**config.mk**
```make
export PLATFORM = sky130hd
export DESIGN_NAME = vc_fifo_buffer_flat
export DESIGN_NICKNAME = d
export VERILOG_FILES = /design/src/rtl/vc_fifo_buffer_if.sv /design/src/rtl/vc_fifo_buffer.sv /design/src/flat_wrapper.sv
export SDC_FILE = /design/constraint.sdc
export NUM_CORES = 1
export LEC_CHECK = 0
export ABC_CLOCK_PERIOD_IN_PS = 1950
export CAP_MARGIN = 30
export CORE_ASPECT_RATIO = 1.2
export CORE_MARGIN = 4
export CORE_UTILIZATION = 44
export DETAILED_ROUTE_END_ITERATION = 10
export GPL_TIMING_DRIVEN = 0
export PLACE_DENSITY = 0.66
export SYNTH_ARGS = -nofsm -noshare
export SYNTH_HDL_FRONTEND = slang
export SYNTH_SLANG_ARGS = --single-unit
```
**constraint.sdc**
```tcl
create_clock -name clock -period 1.95 [get_ports clock]
set_input_delay 0.585 -clock clock [delete_from_list [all_inputs] [get_ports clock]]
set_output_delay 0.585 -clock clock [all_outputs]
set_load 0.02 [all_outputs]
```
**src/rtl/vc_fifo_buffer_if.sv**
```systemverilog
// Push/pull/status bundle for the multi-VC input buffer.
// master: link side + allocator side (drives push/pull/flush); slave: the buffer.
interface vc_fifo_buffer_if #(
  parameter int WIDTH  = 8,
  parameter int DEPTH  = 8,
  parameter int NUM_VC = 2
);
  localparam int VCW = (NUM_VC > 1) ? $clog2(NUM_VC) : 1;
  localparam int CW  = $clog2(DEPTH) + 1;

  logic                     push;
  logic [VCW-1:0]           push_vc;
  logic [WIDTH-1:0]         tail;
  logic                     pull;
  logic [VCW-1:0]           pull_vc;
  logic [NUM_VC-1:0]        flush;
  logic                     err_clear;
  logic [NUM_VC*WIDTH-1:0]  head;
  logic [NUM_VC*CW-1:0]     counter;
  logic [NUM_VC-1:0]        empty;
  logic [NUM_VC-1:0]        full;
  logic [NUM_VC-1:0]        almost_full;
  logic                     overflow_err;
  logic                     underflow_err;

  modport master (
    output push, push_vc, tail,
    output pull, pull_vc, flush, err_clear,
    input  head, counter, empty, full,
    input  almost_full, overflow_err, underflow_err
  );

  modport slave (
    input  push, push_vc, tail,
    input  pull, pull_vc, flush, err_clear,
    output head, counter, empty, full,
    output almost_full, overflow_err, underflow_err
  );
endinterface

```
**src/rtl/vc_fifo_buffer.sv**
```systemverilog
// NUM_VC independent circular flit queues (DEPTH each, any DEPTH >= 2).
// Ports: clock, reset (async active-low), bus (slave: push/pull/flush in, status out).
module vc_fifo_buffer #(
  parameter int WIDTH     = 8,
  parameter int DEPTH     = 8,
  parameter int NUM_VC    = 2,
  parameter int AF_THRESH = DEPTH - 1
) (
  input logic             clock,
  input logic             reset,
  vc_fifo_buffer_if.slave bus
);
  localparam int VCW = (NUM_VC > 1) ? $clog2(NUM_VC) : 1;
  localparam int PW  = (DEPTH > 1) ? $clog2(DEPTH) : 1;
  localparam int CW  = $clog2(DEPTH) + 1;

  typedef logic [PW-1:0] ptr_t;
  typedef logic [CW-1:0] cnt_t;

  logic [WIDTH-1:0] mem [NUM_VC][DEPTH];
  ptr_t rd_ptr [NUM_VC];
  ptr_t wr_ptr [NUM_VC];
  cnt_t cnt    [NUM_VC];
  logic ovf_q;
  logic unf_q;

  logic [NUM_VC-1:0] pull_hit;
  logic [NUM_VC-1:0] push_hit;
  logic push_drop;
  logic pull_drop;

  function automatic ptr_t nxt(ptr_t p);
    return (p == ptr_t'(DEPTH - 1)) ? '0 : p + ptr_t'(1);
  endfunction

  // An out-of-range VC matches no lane, so it falls into the drop/error path.
  // A full VC still accepts a push when it is pulled in the same cycle.
  always_comb begin
    pull_hit = '0;
    push_hit = '0;
    for (int v = 0; v < NUM_VC; v++) begin
      pull_hit[v] = bus.pull && (bus.pull_vc == VCW'(v))
                    && (cnt[v] != '0);
      push_hit[v] = bus.push && (bus.push_vc == VCW'(v))
                    && ((cnt[v] != cnt_t'(DEPTH)) || pull_hit[v]);
    end
    push_drop = bus.push && (push_hit == '0);
    pull_drop = bus.pull && (pull_hit == '0);
  end

  always_ff @(posedge clock or negedge reset) begin
    if (!reset) begin
      for (int v = 0; v < NUM_VC; v++) begin
        rd_ptr[v] <= '0;
        wr_ptr[v] <= '0;
        cnt[v]    <= '0;
      end
      ovf_q <= 1'b0;
      unf_q <= 1'b0;
    end else begin
      for (int v = 0; v < NUM_VC; v++) begin
        if (bus.flush[v]) begin
          rd_ptr[v] <= '0;
          wr_ptr[v] <= '0;
          cnt[v]    <= '0;
        end else begin
          if (pull_hit[v]) rd_ptr[v] <= nxt(rd_ptr[v]);
          if (push_hit[v]) wr_ptr[v] <= nxt(wr_ptr[v]);
          unique case ({push_hit[v], pull_hit[v]})
            2'b10:   cnt[v] <= cnt[v] + cnt_t'(1);
            2'b01:   cnt[v] <= cnt[v] - cnt_t'(1);
            default: cnt[v] <= cnt[v];
          endcase
        end
      end
      // A fresh error outranks a clear in the same cycle.
      if (push_drop)          ovf_q <= 1'b1;
      else if (bus.err_clear) ovf_q <= 1'b0;
      if (pull_drop)          unf_q <= 1'b1;
      else if (bus.err_clear) unf_q <= 1'b0;
    end
  end

  // Flit storage is deliberately left out of reset.
  always_ff @(posedge clock) begin
    for (int v = 0; v < NUM_VC; v++) begin
      if (push_hit[v] && !bus.flush[v])
        mem[v][wr_ptr[v]] <= bus.tail;
    end
  end

  // Outputs depend only on registered state.
  always_comb begin
    bus.head        = '0;
    bus.counter     = '0;
    bus.empty       = '0;
    bus.full        = '0;
    bus.almost_full = '0;
    for (int v = 0; v < NUM_VC; v++) begin
      bus.head[v*WIDTH +: WIDTH] = mem[v][rd_ptr[v]];
      bus.counter[v*CW +: CW]    = cnt[v];
      bus.empty[v]       = (cnt[v] == '0);
      bus.full[v]        = (cnt[v] == cnt_t'(DEPTH));
      bus.almost_full[v] = (cnt[v] >= cnt_t'(AF_THRESH));
    end
    bus.overflow_err  = ovf_q;
    bus.underflow_err = unf_q;
  end
endmodule

```
**src/flat_wrapper.sv**
```systemverilog
// flat-port wrapper written by rule: the top's interface ports become plain ports
module vc_fifo_buffer_flat 
#(
  parameter int WIDTH     = 8,
  parameter int DEPTH     = 8,
  parameter int NUM_VC    = 2,
  parameter int AF_THRESH = DEPTH - 1
)
  (clock, reset, bus_push, bus_push_vc, bus_tail, bus_pull, bus_pull_vc, bus_flush, bus_err_clear, bus_head, bus_counter, bus_empty, bus_full, bus_almost_full, bus_overflow_err, bus_underflow_err);
  vc_fifo_buffer_if #(.WIDTH(WIDTH), .DEPTH(DEPTH), .NUM_VC(NUM_VC)) bus_i ();
  input logic clock;
  input logic reset;
  input wire logic [$bits(bus_i.push)-1:0] bus_push;
  input wire logic [$bits(bus_i.push_vc)-1:0] bus_push_vc;
  input wire logic [$bits(bus_i.tail)-1:0] bus_tail;
  input wire logic [$bits(bus_i.pull)-1:0] bus_pull;
  input wire logic [$bits(bus_i.pull_vc)-1:0] bus_pull_vc;
  input wire logic [$bits(bus_i.flush)-1:0] bus_flush;
  input wire logic [$bits(bus_i.err_clear)-1:0] bus_err_clear;
  output wire logic [$bits(bus_i.head)-1:0] bus_head;
  output wire logic [$bits(bus_i.counter)-1:0] bus_counter;
  output wire logic [$bits(bus_i.empty)-1:0] bus_empty;
  output wire logic [$bits(bus_i.full)-1:0] bus_full;
  output wire logic [$bits(bus_i.almost_full)-1:0] bus_almost_full;
  output wire logic [$bits(bus_i.overflow_err)-1:0] bus_overflow_err;
  output wire logic [$bits(bus_i.underflow_err)-1:0] bus_underflow_err;
  assign bus_i.push = bus_push;
  assign bus_i.push_vc = bus_push_vc;
  assign bus_i.tail = bus_tail;
  assign bus_i.pull = bus_pull;
  assign bus_i.pull_vc = bus_pull_vc;
  assign bus_i.flush = bus_flush;
  assign bus_i.err_clear = bus_err_clear;
  assign bus_head = bus_i.head;
  assign bus_counter = bus_i.counter;
  assign bus_empty = bus_i.empty;
  assign bus_full = bus_i.full;
  assign bus_almost_full = bus_i.almost_full;
  assign bus_overflow_err = bus_i.overflow_err;
  assign bus_underflow_err = bus_i.underflow_err;
  vc_fifo_buffer #(.WIDTH(WIDTH), .DEPTH(DEPTH), .NUM_VC(NUM_VC), .AF_THRESH(AF_THRESH)) u_core (.clock(clock), .reset(reset), .bus(bus_i));
endmodule
```
* Yosys cells after proc, flatten, opt, wreduce, memory -nomap -nowiden
Memories as Yosys holds them, arrays and structs flattened. Index checks and enable logic that the tools add are counted.
Operators by class: $add $sub $neg 8, $lt $le $gt $ge 8, equal/unequal tests 12, muxes and demuxes 36, bitwise operators 6, reductions and logical operators 33
Operator list (number):
- 64-bit 2-to-1 mux | 4
- 64-bit OR reduction | 1
- 8-bit binary-select mux with 3-bit select | 2
- 8-bit demux with 3-bit select | 2
- 8-bit 2-to-1 mux | 6
- 3-bit 2-to-1 mux | 12
- 4-bit >= comparator (second input constant) | 4
- 3-bit NOT with 4-bit output | 4
- 4-bit case mux with 2 select lines | 2
- 1-bit logical AND | 14
- 3-bit by 1-bit adder with 3-bit output (second input constant) | 4
- 3-bit equality test (second input constant) | 4
- 2-bit nonzero test | 6
- 4-bit by 1-bit adder with 4-bit output (second input constant) | 2
- 4-bit equality test (second input constant) | 2
- 4-bit by 3-bit >= comparator with 1-bit output (second input constant) | 2
- 4-bit logical NOT | 2
- 4-bit by 1-bit < comparator with 1-bit output (second input constant) | 2
- 4-bit 2-to-1 mux | 2
- 4-bit != test (second input constant) | 2
- 4-bit nonzero test | 2
- 4-bit by 1-bit subtractor with 4-bit output (second input constant) | 2
- 1-bit 2-to-1 mux | 6
- 3-bit nonzero test | 2
- 6 further kinds | 12
Storage, ports and cells: bits in registers 22, memory bits (writable) 128, memories kept 1
Memory list:
- u_core.mem | words 2, width 64, read ports 2, clocked after memory_dff 0, wr ports 1, RTL line vc_fifo_buffer.sv:20 | logic [WIDTH-1:0] mem [NUM_VC][DEPTH];

* Longest topological paths before layout
Gate-level depths: netlist of run 1.
depth after elaboration 9, gate-level depth with buffers 10, depth with buffers taken out 9

* Least setup slack after synthesis of run 1
Ideal clock, no wire load.
path type reg-to-reg, start point register u_core.cnt (netlist bit u_core.bus.counter[1]), end point register u_core.cnt (netlist bit u_core.bus.counter[3]), arrival time 2.280 ns, data required time 1.873 ns, path slack -0.407 ns, stages on the path, launching flop included 9, period minus slack after synthesis 2.357 ns, path through dfrtp_1 buf_6 nor4_2 nor2_1 ha_1 a31oi_1 o32a_1 o21a_1 o21ai_1
On the way: word-level cells in the longest chain between the ends 7
Ends and longest elaborated chain:
- start: declaration | RTL line vc_fifo_buffer.sv:23 | cnt_t cnt [NUM_VC];
- start signal: indexed assignment | RTL line vc_fifo_buffer.sv:70 | 2'b10: cnt[v] <= cnt[v] + cnt_t'(1);
- start signal: indexed assignment | RTL line vc_fifo_buffer.sv:71 | 2'b01: cnt[v] <= cnt[v] - cnt_t'(1);
- start signal: indexed assignment | RTL line vc_fifo_buffer.sv:72 | default: cnt[v] <= cnt[v];
- 4-bit nonzero test | RTL line vc_fifo_buffer.sv:43 | && (cnt[v] != '0);
- 1-bit logical AND | RTL line vc_fifo_buffer.sv:43
- 1-bit logical OR | RTL line vc_fifo_buffer.sv:45 | && ((cnt[v] != cnt_t'(DEPTH)) || pull_hit[v]);
- 1-bit logical AND | RTL line vc_fifo_buffer.sv:45
- 2-bit by 1-bit equality test with 1-bit output or 2-bit equality test (tied branches) | RTL line vc_fifo_buffer.sv:69 | unique case ({push_hit[v], pull_hit[v]})
- 4-bit case mux with 2 select lines | RTL line vc_fifo_buffer.sv:69
- 4-bit 2-to-1 mux | RTL line vc_fifo_buffer.sv:62 | if (bus.flush[v]) begin
Several ways; a longest one is shown, not always the timed one. A chain may end at the register's enable or synchronous reset.

* Worst setup path in the final report of run 1
start point register u_core.rd_ptr[3] (netlist name), end point output bus_head[2]
On the way: word-level cells in the longest chain between the ends 4
Ends and longest elaborated chain:
- start: declaration | RTL line vc_fifo_buffer.sv:21 | ptr_t rd_ptr [NUM_VC];
- start signal: indexed assignment | RTL line vc_fifo_buffer.sv:67 | if (pull_hit[v]) rd_ptr[v] <= nxt(rd_ptr[v]);
- 3-bit NOT with 4-bit output (not written as such) | RTL line vc_fifo_buffer.sv:100 | bus.head[v*WIDTH +: WIDTH] = mem[v][rd_ptr[v]];
- 8-bit binary-select mux with 3-bit select | RTL line vc_fifo_buffer.sv:100
- 8-bit 2-to-1 mux (not written as such) (2 in series) | RTL line vc_fifo_buffer.sv:100
- end: declaration | RTL line flat_wrapper.sv:20 | output wire logic [$bits(bus_i.head)-1:0] bus_head;
Every way passes these cells. The select of a mux whose other input is x is not followed.

==> reports/results.ini, run 1 <==
[run_status]
outcome=finished with violations
violations=negative setup slack

[route]
ant_nets=0
routed_wl_mm=13.4
drc_errors=0
vias_per_cell=5.42
routedWlPerCell_um=20.1
drt_iter0_markers=191
drt_first_pass_iters=4
num_vias=3610

[global_route]
grt-ovfl-total=0
grt_max_degree=19
grt_pass1_wl_mm=20.6
antenna_found_initial=0
track_usage_pct=16.4
grt_pass1_vias=3667

[synthesis]
syn-num-nets=378
yosysTopAreaCell=edfxtp_1
synth_simple_gate_area_share_pct=6.99
synth_flop_cell=edfxtp_1
synthMuxAreaShare_pct=16.1
syn_area_um2=6400
synth.distinct_cells=49
synth_compound_area_share_pct=2.95
postSynthCellCount=349
synthDominantCellAreaShare_pct=60.0
ys_ff_latch=150
async_flop_share_pct=14.7
synth_edf_count=128
syn_avg_cell_area_um2=18.3
synth_xor_area_share_pct=1.09
synth_top_family_by_area=multiplexers
synthAdderAreaFrac_pct=2.34
yosysSeqAreaShare_pct=68.6
yosys_warnings=0
yosys-top-cells-area=edfxtp_1 60%, mux4_2 11%, dfrtp_1 8.6%, mux2_2 2.8%, ha_1 2.3%

[timing]
worst_slack_ns=-0.681
fmax_mhz=380
setup_viol=56
slew_violations=0
worst_pin_slew_ns=0.854
fin_crit_sh_pct=135
rsz0062_at_grt=yes
fin_worst_skew_ns=0.00745
hold_ws_ns=0.513
fin_crit_ns=2.63
final_hold_viol_count=0
slew_headroom_pct=43.1

[setup_path]
endpoint_kind=output port
slowest_stage=mux4_2
required_ns=1.36
crit_path_frequent_cell=buf_12
crit_path_start=u_core.rd_ptr[3]
worstReg2RegStart=u_core.bus.counter[2]
path_cells=buf_12 > buf_12 > mux4_2 > mux2_4 > buf_6
crit_type=register to output port
startpoint_type=register
crit_path_max_incr_delay_ns=0.51
critPathArrivalTime_ns=2.05
cp_max_fo=7

[placed_design]
portBuffers=48
place_ws_ns=-1.24
hpwl_mm=7.97
place_congestion=0.801

[finish]
multi_input_area_um2=2220
num-fill-cells=1002
seqCellArea_um2=4400
nets=507
diodes=0
syn_to_final_growth_pct=37.7
drive_gt1_share_pct=48.7

[cts]
clkTransAtPathRegs_ns=0.07
cts_tree=yes
htreeDepth=4
cts_root_buffer=clkbuf_16
clock_latency_ns=0.42
cts_buffers=17
clockBufferDepth=2
cts-hold-fix-buffers=0
cts.sinks=150

[die]
coreArea_um2=14400
fp.dieW_um=118
start_util_pct=44.6
io_pins=49
die_h_um=140
row_count=48
die_area_um2=16600

[power]
power_density_nw_per_um2=891
p_leak_uw=0.00319
power.share.switching_pct=25.6
ir_drop_mv=0.559
clockPowerShare_pct=40.7
share_comb_of_total_power_pct=13.7
internal_power_uw=5850
pwr-share-seq_pct=45.6
power_switching_uw=2010

[min_path]
hold_class=input port to async pin

[run]
maxCapViolCount=0

per-layer routing:
metal	share of wire, %	vias up	track usage (%)
met3	2.6	21	3.23
met4	1.7	0	5.62
met1	41	1865	20.0
met2	55	64	29.3
li1	-	1660	-
met5	0	-	0
synth_stat cells (all sizes together), types with 5 or more instances:
master / n
edfxtp: 128
nor2: 40
mux4: 32
dfrtp: 22
mux2: 16
buf: 15
mux2i: 13
ha: 12
nand2: 8
nor3: 8
nand2b: 7
a31oi: 5
xor2: 5
area by class of cell:
cell class | instances | share of cell area [%]
Buffer | 14 | 1.69
Clock buffer | 17 | 4.82
Clock inverter | 15 | 2.03
Inverter | 2 | 0.0851
Multi-Input combinational cell | 180 | 25.1
Sequential cell | 150 | 50.0
Tap cell | 175 | 2.48
Timing Repair Buffer | 113 | 13.8
worst max-delay path: cells and delay by family (launching register included):
family / cells / cell delay, ns
muxes: 2 / 0.82
buffers and inverters: 3 / 0.41
DFF: 1 / 0.40
stage by stage:
step / std cells / instance area [µm²] / util [%] / TNS (ns) / power (µW)
floorplan: 349 / 6610 / - / -5.31 / 4180
global placement: 572 / 7310 / 50.9 / -139.28 / 4460
detailed placement: 573 / 7320 / 51.0 / -141.35 / 4480
CTS: 641 / 8460 / 58.9 / -11.86 / 7800
global route: 666 / 8820 / 61.4 / -15.78 / 8130
finish: 666 / 8820 / 61.4 / -11.82 / 7860
repair_timing:
| action | CTS | global route |
|---|---|---|
| cloned | 1 | 1 |
| pin swaps | 26 | 24 |
| resized for setup | 181 | 29 |
| setup buffers | 36 | 26 |
| setup endpoints to repair | 166 | 113 |
sequential cells by signal (all words and copies together), names as in the netlist:
| register | flops |
|---|---|
| u_core.mem | 128 |
| u_core.rd_ptr | 6 |
| u_core.bus.counter | 8 |
| u_core.wr_ptr | 6 |
| u_core.bus.overflow_err | 1 |
| u_core.bus.underflow_err | 1 |
layout by cell type (no fill, tap or decap), types with 3 or more instances in the layout:
master / count
mux2_4: 16
mux2i_1: 13
nor2_4: 13
nand2_1: 6
nor2_1: 25
inv_8: 4
nand2b_1: 5
mux4_2: 32
a21oi_1: 3
clkdlybuf4s50_1: 12
dlygate4sd2_1: 9
xor2_1: 4
clkinv_8: 5
dfrtp_1: 14
clkdlybuf4s15_2: 4
dfrtp_2: 8
inv_6: 3
nor3_4: 5
edfxtp_1: 128
buf_2: 3
clkbuf_16: 18
ha_1: 8
buf_12: 17
nor3_1: 3
buf_6: 32
a31oi_4: 4
clkinv_4: 3
buf_4: 43
final timing paths:
kind / endpoint / slack (ns) / depth (start not counted)
worst max-delay path: bus_head[2] / -0.68 / 5
worst min-delay path: u_core.wr_ptr[4] / 0.51 / 1
worst max register to register: u_core.bus.counter[3] / -0.10 / 8
worst min register to register: u_core.bus.underflow_err / 0.53 / 2
max in group asynchronous: u_core.bus.counter[4] / 0.93 / 2
min in group clock: u_core.bus.underflow_err / 0.53 / 2
power by group through the flow:
stage	clock, µW	combinational [µW]	sequential [µW]
6_report	3200	1080	3580
5_1_grt	3400	1150	3590
4_1_cts	3250	971	3580
3_5_place_dp	0	831	3650
3_3_place_gp	0	815	3650
2_1_floorplan	0	509	3670
cells by family (layout without fill, tap and decap cells):
family                   count (synthesis)  count (layout)
adder cells (fa/ha/maj)                 12              12
flip-flops                             150             150
buffers and inverters                   19             161
multiplexers                            61              61
AND/OR/NAND/NOR                         77              77
AO/OA/AOI/OAI                           22              22
XOR/XNOR                                 8               8
No activity file was read; power rests on OpenSTA's default activity.
==> run 2: changes to the inputs <==
--- a/config.mk
+++ b/config.mk
@@ -9,10 +9,11 @@
 export CAP_MARGIN = 30
 export CORE_ASPECT_RATIO = 1.2
 export CORE_MARGIN = 4
-export CORE_UTILIZATION = 44
+export CORE_UTILIZATION = 30
 export DETAILED_ROUTE_END_ITERATION = 10
 export GPL_TIMING_DRIVEN = 0
-export PLACE_DENSITY = 0.66
+export PLACE_DENSITY = 0.49
+export SLEW_MARGIN = 15
 export SYNTH_ARGS = -nofsm -noshare
 export SYNTH_HDL_FRONTEND = slang
 export SYNTH_SLANG_ARGS = --single-unit
==> run 2 against run 1 <==
  * Combinational power shrank 6%
  * Die area up 43%
  * Hold slack got worse by 0.058 ns
  * Sequential share of layout area grew 0.14 points
  * The run still ends with negative setup slack left
  * Flip-flop and latch count stayed put
  * Setup slack better by 0.0098 ns
  * Non-clock buffer count decreased by 10
==> reports/results.ini, run 2 (synthesized netlist as in run 1, its figures left out) <==
[cts]
clockBufferDepth=2  ; unchanged
cts.sinks=150  ; unchanged
clock_latency_ns=0.42  ; about the same
cts_root_buffer=clkbuf_16
cts_buffers=17  ; unchanged
htreeDepth=4  ; unchanged
cts_tree=yes
clkTransAtPathRegs_ns=0.06  ; about the same
cts-hold-fix-buffers=0  ; unchanged

[finish]
multi_input_area_um2=2190  ; -1.3%
largest_reg_flops=128  ; unchanged
nets=497  ; -2.0%
seqCellArea_um2=4400  ; unchanged
stdcell_area_um2=8790  ; -0.28%
syn_to_final_growth_pct=37.3
drive_gt1_share_pct=46.8  ; -1.9 points
num-fill-cells=1866  ; +86%
diodes=0  ; unchanged
final_cell_mix=128 x edfxtp_1, 39 x buf_4, 32 x mux4_2
final_util_pct=41.9  ; -20 points
final_common_cell=edfxtp_1

[timing]
rsz0062_at_grt=yes
final_hold_viol_count=0  ; unchanged
fmax_mhz=382  ; +0.38%
fin_worst_skew_ns=0.00630  ; -0.00115 ns
hold_ws_ns=0.455  ; -0.0578 ns
worst_pin_slew_ns=0.626  ; -0.228 ns
fin_crit_ns=2.62  ; -0.00984 ns
worst_slack_ns=-0.671  ; +0.00984 ns
fin_crit_sh_pct=134  ; -0.50 points
slew_headroom_pct=58.2  ; +15 points
setup_viol=55  ; -1.8%
slew_violations=0  ; unchanged

[setup_path]
cp_max_fo=5  ; -2
startpoint_type=register
worstReg2RegStart=u_core.bus.counter[7]
required_ns=1.36  ; about the same
crit_type=register to output port
rrSetupSlack_ns=-0.08  ; +0.02 ns
critPathArrivalTime_ns=2.04  ; about the same
crit_path_start=u_core.rd_ptr[3]
endpoint_kind=output port

[route]
drt_iter0_markers=155  ; -19%
num_vias=3501  ; -3.0%
routedWlPerCell_um=18.7  ; -7.0%
routed_wl_mm=14.0  ; +4.9%
drc_errors=0  ; unchanged
vias_per_cell=4.66  ; -14%
drt_first_pass_iters=4  ; unchanged
ant_nets=0  ; unchanged

[die]
row_count=58  ; +21%
start_util_pct=30.5  ; -14 points
die_h_um=168  ; +20%
fp.dieW_um=141  ; +20%
coreArea_um2=21000  ; +46%
die_area_um2=23800  ; +43%
io_pins=49  ; unchanged

[run_status]
outcome=finished with violations
violations=negative setup slack

[global_route]
grt_max_degree=18  ; -1
grt_pass1_vias=3727  ; +1.6%
grt_pass1_wl_mm=21.6  ; +4.9%
grt-ovfl-total=0  ; unchanged
antenna_found_initial=0  ; unchanged
track_usage_pct=12.2  ; -4.2 points

[placed_design]
place_congestion=0.683  ; -15%
hpwl_mm=8.71  ; +9.2%
placed_area_um2=7440  ; +1.6%
portBuffers=48  ; unchanged
place_ws_ns=-1.13  ; +0.109 ns

[power]
p_leak_uw=0.00311  ; -2.5%
ir_drop_mv=0.596  ; +6.6%
power_density_nw_per_um2=889  ; -0.28%

[min_path]
hold_class=input port to async pin

[run]
maxCapViolCount=0  ; unchanged

run 2: cell count changes in the layout (fill, tap and decap cells not counted), sizes merged:
cell,before,now
buf,99,88
bufinv,0,2
clkbuf,20,23
clkdlybuf4s15,4,3
clkdlybuf4s18,0,1
clkinv,8,5
clkinvlp,0,3
inv,9,5
run 2: timing repair:
| item | CTS | global route |
|---|---|---|
| setup buffers | 25 | 27 |
| endpoints found under the hold margin | 0 | 0 |
| endpoints found under the setup margin | 166 | 134 |
| gates resized for setup | 179 | 31 |
| gates cloned | 1 | 1 |
| pin swaps | 15 | 16 |
run 2: power by group:
part	total, µW	internal [µW]	switching, µW
combinational	1020	554	470
sequential	3590	3540	52.8
clock	3200	1900	1300
run 2: path summary, 6_finish.rpt:
kind | cells after the start | end
max | 5 | bus_head[5]
min | 1 | u_core.bus.counter[5]
max reg2reg | 7 | u_core.mem[0][125]
min reg2reg | 2 | u_core.bus.underflow_err
max in group asynchronous | 2 | u_core.bus.counter[3]
min in group clock | 2 | u_core.bus.underflow_err
run 2: per-layer routing:
metal | vias up | wire, µm | GRT usage (%)
met5 | - | 0 | 0
met3 | 16 | 499 | 2.87
met1 | 1784 | 6000 | 14.9
li1 | 1632 | - | -
met4 | 0 | 252 | 4.26
met2 | 69 | 7270 | 21.1
run 2: cell type report:
type / count / area share (%)
Multi-Input combinational cell: 180 / 24.9
Timing Repair Buffer: 102 / 12.5
Sequential cell: 150 / 50.1
Tap cell: 270 / 3.84
Clock buffer: 19 / 4.92
Clock inverter: 13 / 1.68
Buffer: 15 / 2.04
Inverter: 2 / 0.0854
run 2: worst max-delay path, stage by stage, from the launching register on:
cell and delay (ns):
dfrtp_1 0.39, buf_12 0.15, buf_12 0.13, mux4_2 0.51
mux2_4 0.30, buf_6 0.14
run 2: through the flow:
step                      setup TNS (ns)  power (µW)  cells
after global placement           -145.17        4470    667
final                             -11.39        7810    751
after CTS                         -12.54        7810    725
after global routing              -15.38        8120    751
after detailed placement         -147.41        4490    668
after floorplan                    -5.31        4180    349
==> run 3: changes to the inputs <==
--- a/config.mk
+++ b/config.mk
@@ -5,14 +5,14 @@
 export SDC_FILE = /design/constraint.sdc
 export NUM_CORES = 1
 export LEC_CHECK = 0
-export ABC_CLOCK_PERIOD_IN_PS = 1950
+export ABC_CLOCK_PERIOD_IN_PS = 3000
 export CAP_MARGIN = 30
 export CORE_ASPECT_RATIO = 1.2
 export CORE_MARGIN = 4
 export CORE_UTILIZATION = 30
 export DETAILED_ROUTE_END_ITERATION = 10
 export GPL_TIMING_DRIVEN = 0
-export PLACE_DENSITY = 0.49
+export PLACE_DENSITY = 0.48
 export SLEW_MARGIN = 15
 export SYNTH_ARGS = -nofsm -noshare
 export SYNTH_HDL_FRONTEND = slang
==> constraint.sdc (replaced) <==
create_clock -name clock -period 3 [get_ports clock]
set_input_delay 0.9 -clock clock [delete_from_list [all_inputs] [get_ports clock]]
set_output_delay 0.9 -clock clock [all_outputs]
set_load 0.02 [all_outputs]
==> run 3 against run 2 <==
  * The run now ends clean
  * Final cell count down 5.7%
  * Global-route usage down 0.60 points
  * Flip-flop and latch count unchanged
  * Register-to-register slack better by 0.75 ns
  * Largest cell class unchanged
==> reports/results.ini, run 3 (synthesized netlist as in run 1, its figures left out) <==
[run_status]
outcome=completed

[timing]
worst_slack_ns=0.0357  ; +0.707 ns
slew_violations=0  ; unchanged
fin_worst_skew_ns=0.00645  ; +0.000152 ns
worst_pin_slew_ns=0.937  ; +0.311 ns
fin_crit_sh_pct=98.8
setup_viol=0  ; -100%
slew_headroom_pct=37.3  ; -21 points
rsz0062_at_grt=yes
final_hold_viol_count=0  ; unchanged
fmax_mhz=337
fin_crit_ns=2.96
hold_ws_ns=0.531  ; +0.0753 ns

[global_route]
track_usage_pct=11.6  ; -0.60 points
grt_max_degree=17  ; -1
grt-ovfl-total=0  ; unchanged
grt_pass1_vias=3539  ; -5.0%
antenna_found_initial=0  ; unchanged
grt_pass1_wl_mm=20.5  ; -5.0%

[placed_design]
placed_cells=668  ; unchanged
place_ws_ns=-0.563  ; +0.564 ns
place_congestion=0.735  ; +7.6%
hpwl_mm=8.81  ; +1.1%
portBuffers=48  ; unchanged

[setup_path]
path_cells=clkdlybuf4s50_1 > nand2_1 > a21o_1 > buf_6 > nor2_1 > nand2_1 > nor2_1
worstReg2RegStart=u_core.bus.counter[4]
path_delay_family=simple AND/OR/NAND/NOR gates
critPathArrivalTime_ns=3.00  ; +0.96 ns
cp_num_buf_inv=2  ; -1
endpoint_kind=register
crit_type=input port to register
ff2ff_path_depth=7  ; unchanged
required_ns=3.03  ; +1.67 ns
startpoint_type=input port
cp.depth=7  ; +2
slowest_stage=nor2_1
worstReg2RegEnd=u_core.mem[0][81]
rrSetupSlack_ns=0.67  ; +0.75 ns
cp_max_fo=8  ; +3
crit_path_max_incr_delay_ns=0.75  ; +0.24 ns

[die]
fp.dieW_um=141  ; unchanged
coreArea_um2=21000  ; unchanged
row_count=58  ; unchanged
io_pins=49  ; unchanged
die_area_um2=23800  ; unchanged
die_h_um=168  ; unchanged
start_util_pct=30.5  ; unchanged

[min_path]
min_path_cells=2
min_from=u_core.bus.overflow_err
hold_class=register to register
hold_path_end=u_core.bus.overflow_err

[finish]
nets=457  ; -8.0%
num-fill-cells=1896  ; +1.6%
largest_reg_flops=128  ; unchanged
drive_gt1_share_pct=33.1  ; -14 points
final_util_pct=38.2  ; -3.7 points
diodes=0  ; unchanged
instances_no_fill=708  ; -5.7%
syn_to_final_growth_pct=25.1
final_cell_mix=128 x edfxtp_1, 32 x nor2_1, 32 x mux4_2
final_common_cell=edfxtp_1

[cts]
cts_tree=yes
clkTransAtPathRegs_ns=0.06  ; about the same
htreeDepth=4  ; unchanged
clock_latency_ns=0.42  ; about the same
cts_buffers=17  ; unchanged
cts_root_buffer=clkbuf_16
clockBufferDepth=2  ; unchanged
cts.sinks=150  ; unchanged

[route]
drt_iter0_markers=199  ; +28%
vias_per_cell=4.64  ; -0.41%
routed_wl_mm=13.0  ; -7.4%
num_vias=3287  ; -6.1%
ant_nets=0  ; unchanged
routedWlPerCell_um=18.3  ; -1.8%
drc_errors=0  ; unchanged
drt_first_pass_iters=4  ; unchanged

[power]
power_density_nw_per_um2=621  ; -30%
ir_drop_mv=0.401  ; -33%
p_leak_uw=0.00278  ; -11%

[run]
maxCapViolCount=0  ; unchanged

run 3: worst max path at each step:
stage               slack [ns]                 end        startpoint
floorplan                 0.46   u_core.mem[0][10]       bus_pull_vc
global placement         -0.74  u_core.mem[0][118]          bus_pull
detailed placement       -0.56   u_core.mem[0][92]          bus_pull
CTS                     -0.009         bus_head[3]  u_core.rd_ptr[3]
global route             -0.06   u_core.mem[0][80]          bus_pull
finish                    0.04   u_core.mem[0][81]          bus_pull
run 3: final cells by class:
cell class	instances	area (µm²)	share of cell area (%)
well taps	270	338	4.22
repair buffers	60	574	7.17
inverters	2	7.51	0.0937
multi-input cells	180	1940	24.2
clock buffers	17	425	5.31
clock inverters	12	155	1.94
flip-flops and latches	150	4390	54.9
plain buffers	17	179	2.23
run 3: timing repair:
action,4_1_cts,5_1_grt
gates resized for setup,88,14
gates cloned,0,2
endpoints found under the setup margin,65,55
buffers inserted,5,4
hold buffers,0,0
run 3: where the power goes:
group / total, µW / switching (µW) / internal (µW)
Sequential: 2330 / 30.3 / 2300
Clock: 2100 / 806 / 1300
Combinational: 543 / 268 / 275
run 3: per-stage QoR:
| stage | power, µW | cell area, µm² | TNS, ns |
|---|---|---|---|
| after floorplan | 2680 | 6400 | 0 |
| after global placement | 2880 | 7220 | -61.96 |
| after detailed placement | 2880 | 7250 | -58.15 |
| after CTS | 5020 | 7890 | -0.0142 |
| after global routing | 5190 | 8010 | -0.886 |
| final | 4970 | 8010 | 0 |
run 3: worst min-delay path: cells and delay by family, from the launching register on:
family	cells	cell delay [ns]
AO/OA/AOI/OAI	1	0.07
buffers and inverters	1	0.05
flip-flops	1	0.37
run 3: layer usage:
| layer | part of all wire, % | up-vias | wire, µm | track usage, % |
|---|---|---|---|---|
| li1 | - | 1548 | - | - |
| met1 | 42 | 1684 | 5490 | 13.9 |
| met2 | 54 | 42 | 6990 | 20.2 |
| met3 | 2.4 | 13 | 318 | 2.93 |
| met4 | 1.4 | 0 | 184 | 4.26 |
| met5 | 0 | - | 0 | 0 |
